<file path="src/rtl/serial_add_ctrl.sv">
// Bit-serial adder controller: adds two WIDTH-bit operands one bit per cycle through a shared 1-bit add cell.
// Optional SERIAL_ADD_SUB_EN adds a 'sub' input selecting op_a - op_b (two's complement) instead of op_a + op_b.
module serial_add_ctrl #(
  parameter int unsigned WIDTH = 8
) (
  input  logic             clk,
  input  logic             rst_n,
  input  logic             in_valid,
  output logic             in_ready,
  input  logic [WIDTH-1:0] op_a,
  input  logic [WIDTH-1:0] op_b,
`ifdef SERIAL_ADD_SUB_EN
  input  logic             sub,
`endif
  output logic             out_valid,
  input  logic             out_ready,
  output logic [WIDTH-1:0] result,
  output logic             carry_out,
  output logic             busy
);

  localparam int unsigned CW = $clog2(WIDTH);

  typedef enum logic [1:0] {IDLE, RUN, DONE} state_e;

  state_e           state_q, state_d;
  logic [WIDTH-1:0] a_q, b_q, res_q;
  logic [CW-1:0]    cnt_q;
  logic             carry_q, cout_q;
  logic             in_ready_q, out_valid_q, busy_q;

  logic             accept_c, last_bit_c;
  logic             s1_c, c1_c, sum_bit_c, c2_c, carry_nxt_c;
  logic             sub_c;

`ifdef SERIAL_ADD_SUB_EN
  assign sub_c = sub;
`else
  assign sub_c = 1'b0;
`endif

  // Two half-adder stages plus an OR form the shared full-adder cell
  assign s1_c        = a_q[0] ^ b_q[0];
  assign c1_c        = a_q[0] & b_q[0];
  assign sum_bit_c   = s1_c ^ carry_q;
  assign c2_c        = s1_c & carry_q;
  assign carry_nxt_c = c1_c | c2_c;

  assign last_bit_c  = (cnt_q == CW'(WIDTH - 1));

  always_ff @(posedge clk or negedge rst_n) begin
    if (!rst_n) begin
      state_q <= IDLE;
    end else begin
      state_q <= state_d;
    end
  end

  always_comb begin
    state_d  = state_q;
    accept_c = 1'b0;
    case (state_q)
      IDLE: begin
        if (in_valid) begin
          accept_c = 1'b1;
          state_d  = RUN;
        end
      end
      RUN: begin
        if (last_bit_c) state_d = DONE;
      end
      DONE: begin
        if (out_ready) state_d = IDLE;
      end
      default: state_d = IDLE;
    endcase
  end

  // Operand/result shifters, carry and bit counter; result/carry_out move only in RUN
  always_ff @(posedge clk or negedge rst_n) begin
    if (!rst_n) begin
      a_q     <= '0;
      b_q     <= '0;
      res_q   <= '0;
      cnt_q   <= '0;
      carry_q <= 1'b0;
      cout_q  <= 1'b0;
    end else if (accept_c) begin
      a_q     <= op_a;
      b_q     <= op_b ^ {WIDTH{sub_c}};
      carry_q <= sub_c;
      cnt_q   <= '0;
    end else if (state_q == RUN) begin
      a_q     <= a_q >> 1;
      b_q     <= b_q >> 1;
      res_q   <= {sum_bit_c, res_q[WIDTH-1:1]};
      carry_q <= carry_nxt_c;
      cout_q  <= carry_nxt_c;
      if (!last_bit_c) cnt_q <= cnt_q + CW'(1);
    end
  end

  always_ff @(posedge clk or negedge rst_n) begin
    if (!rst_n) begin
      in_ready_q  <= 1'b1;
      out_valid_q <= 1'b0;
      busy_q      <= 1'b0;
    end else begin
      in_ready_q  <= (state_d == IDLE);
      out_valid_q <= (state_d == DONE);
      busy_q      <= (state_d != IDLE);
    end
  end

  assign in_ready  = in_ready_q;
  assign out_valid = out_valid_q;
  assign busy      = busy_q;
  assign result    = res_q;
  assign carry_out = cout_q;

endmodule
</file>
<file path="config.mk">
export PLATFORM = sky130hd
export DESIGN_NAME = serial_add_ctrl
export DESIGN_NICKNAME = d
export VERILOG_FILES = /design/src/rtl/serial_add_ctrl.sv
export SDC_FILE = /design/constraint.sdc
export NUM_CORES = 1
export LEC_CHECK = 0
export ABC_AREA = 1
export BUFFER_PORTS_ARGS = -buffer_cell sky130_fd_sc_hd__buf_2
export CAP_MARGIN = 20
export CORE_MARGIN = 4
export CORE_UTILIZATION = 40
export CTS_CLUSTER_DIAMETER = 60
export DETAILED_ROUTE_END_ITERATION = 16
export GPL_ROUTABILITY_DRIVEN = 0
export GPL_TIMING_DRIVEN = 1
export PLACE_DENSITY_LB_ADDON = 0.05
export SLEW_MARGIN = 0
export SYNTH_ARGS = -nofsm -noshare
export SYNTH_HDL_FRONTEND = slang
export SYNTH_SLANG_ARGS = --single-unit
export TNS_END_PERCENT = 100
</file>
<file path="constraint.sdc">
create_clock -name clk -period 1.35 [get_ports clk]
set_input_delay 0.0675 -clock clk [delete_from_list [all_inputs] [get_ports clk]]
set_output_delay 0.0675 -clock clk [all_outputs]
set_load 0.1 [all_outputs]
</file>
==> reports/results.txt <==
status - completed
worst stage delay on the critical path - 520 ps
mean post-synth cell area - 8.35 um^2
synthesized flop and latch total - 34
crit path cell chain - buf_2
Initial Util - 43.1%
CP Class - reg2out
drt pass-1 iters - 4
# IOs - 32
htree depth - 2
grt total ovfl - 0
floorplan row count - 22
Die ar. - 5180 um^2
first-pass GRT wire length - 5880 um
max-slew violations - 0
peak supply drop - 1100 uV
Cells after Synth - 196
Antenna Cells - 0
skew final - 6.54 ps
most frequent cells in the layout - nand2_1 (76), nand3_1 (33), dfrtp_1 (32)
Crit Path Max Fanout - 1
Root Buffer - clkbuf_8
worst reg2reg setup slack - 120 ps
Final Instance Area - 1980 um^2
max_slew headroom - 67.7%
Fmax achieved - 782 MHz
endpoints failing setup - 0
Mapped Area - 1640 um^2
commonest non-fill, non-tap cell in the layout - nand2_1
Util after Layout - 52.2%
Final Hold Fails - 0
Pwr Density - 2690 nW/um^2
min cycle time layout - 1280 ps
CTS Buf Count - 5
area grow syn2layout - 21.1%
sequential fraction of the synthesis area - 52.1%
crit-path leading delay family - flip-flops
pin count of the biggest net entering global routing - 19
static leakage - 1.11 nW
synth unique cells - 19
Die X - 72.0 um
Buffers on Ports - 31
GRT Total Usage - 14.4%
initial antenna violation count - 0
Period Utilization, post-route - 94.7%
initial drt markers - 44
CP endpoint kind - output port
nature of the critical path startpoint - register
overall power - 5.34 mW
synth warn - 0
CTS tree - done
layout cells sized above 1 - 24.5%
core area - 3800 um^2
DP Wirelength - 2390 um
Sinks on Clock Net - 34
Final ANT Viol Nets - 0
CP Buf/Inv Count - 1
Worst-path clk slew - 80 ps
Max Root-Sink Buffers - 2
Post-CTS Setup Bufs - 0
Vias per Instance - 4.73
Critical Path AT - 1210 ps
# fillers - 400
routed vias - 1330
clk_lat worst skew - 280 ps
CP max stage cell - dfstp_2
DP Area - 1860 um^2
RSZ-0062 raised after global routing - no
worst slew pin tran - 488 ps
WL final - 3290 um
Data required, critical path - 1280 ps
Synthesized Nets - 219
wire length per cell - 11.7 um
worst min-delay path class - in2reg
# nets final - 255
Post-Route Setup TNS - 0 ps
drt drc - 0
Max-Cap Viols - 0
Die Span Y - 72.0 um
vias in the first global route - 1325
[worst paths after layout]
check                      startpoint         end  cells past startpoint
hold / removal                op_a[7]      a_q[7]                      3
setup / recovery             in_ready    in_ready                      1
min in group asynchronous       rst_n  state_q[1]                      2
setup reg to reg             cnt_q[0]    cnt_q[1]                      6
hold reg to reg               carry_q     carry_q                      2
max in group asynchronous       rst_n      b_q[1]                      3
[cell families after synthesis]
logic type                 Yosys count  synth area share [%]
AOI/OAI and AO/OA                   10                  3.75
adders and majority gates            3                  2.75
and+or+nand+nor                    116                  31.4
buffers and inverters               33                  10.0
DFF                                 34                  52.1
[per-layer routing]
metal / vias to the layer above / wire length (um) / GRT usage, %
li1: 678 / - / -
met1: 628 / 1610 / 19.6
met2: 22 / 1540 / 22.1
met3: 2 / 132 / 3.19
met4: 0 / 9 / 6.05
met5: - / 0 / 0
[power by group]
group	leakage, nW	internal (mW)	switching, mW	total (mW)
clock network	0.0472	0.410	0.375	0.784
registers	0.425	1.48	0.285	1.76
logic	0.639	0.746	2.05	2.79
[through the flow]
| step | cells | setup WS (ps) | hold WS, ps |
|---|---|---|---|
| 2_1_floorplan | 196 | 98.3 | -228 |
| 3_3_place_gp | 272 | 45.7 | 12.8 |
| 3_5_place_dp | 272 | 6.20 | 23.8 |
| 4_1_cts | 281 | 37.1 | 13.9 |
| 5_1_grt | 281 | 15.0 | 26.2 |
| 6_report | 281 | 71.3 | 20.4 |
[sequential cells by signal, summed over array words and instances, names as in the netlist]
signal,cells
out_valid,1
a_q,8
state_q,2
cnt_q,3
in_ready,1
busy,1
result,8
carry_q,1
b_q,8
carry_out,1
[synthesized netlist by cell type]
cell	count	share of area, %
nor2_8	1	1.2
nor2_1	1	0.23
dfstp_2	1	1.6
inv_2	1	0.23
fa_1	1	1.2
nand4_1	1	0.38
or2_2	1	0.38
o21ai_4	1	0.99
buf_2	3	0.92
dfrtp_1	33	50
nand2_1	76	17
inv_1	22	5.0
nand3_1	34	10
ha_1	2	1.5
inv_4	1	0.38
nand2_4	2	1.4
buf_4	3	1.4
buf_6	3	2.1
o21ai_0	9	2.8
[timing repair]
item                                    4_1_cts  5_1_grt
gates resized for setup                       1        4
endpoints found under the setup margin        1        8
hold buffers                                  1        0
endpoints found under the hold margin        15        0
[layout make-up]
cell class / instances / area [um^2] / area share (%)
clock buffers: 6 / 82.6 / 4.17
clock inverters: 2 / 12.5 / 0.631
inverters: 24 / 92.6 / 4.67
multi-input cells: 129 / 633 / 31.9
flip-flops and latches: 34 / 853 / 43.1
well taps: 48 / 60.1 / 3.03
repair buffers: 38 / 248 / 12.5
No activity file was read; power rests on OpenSTA's default activity.
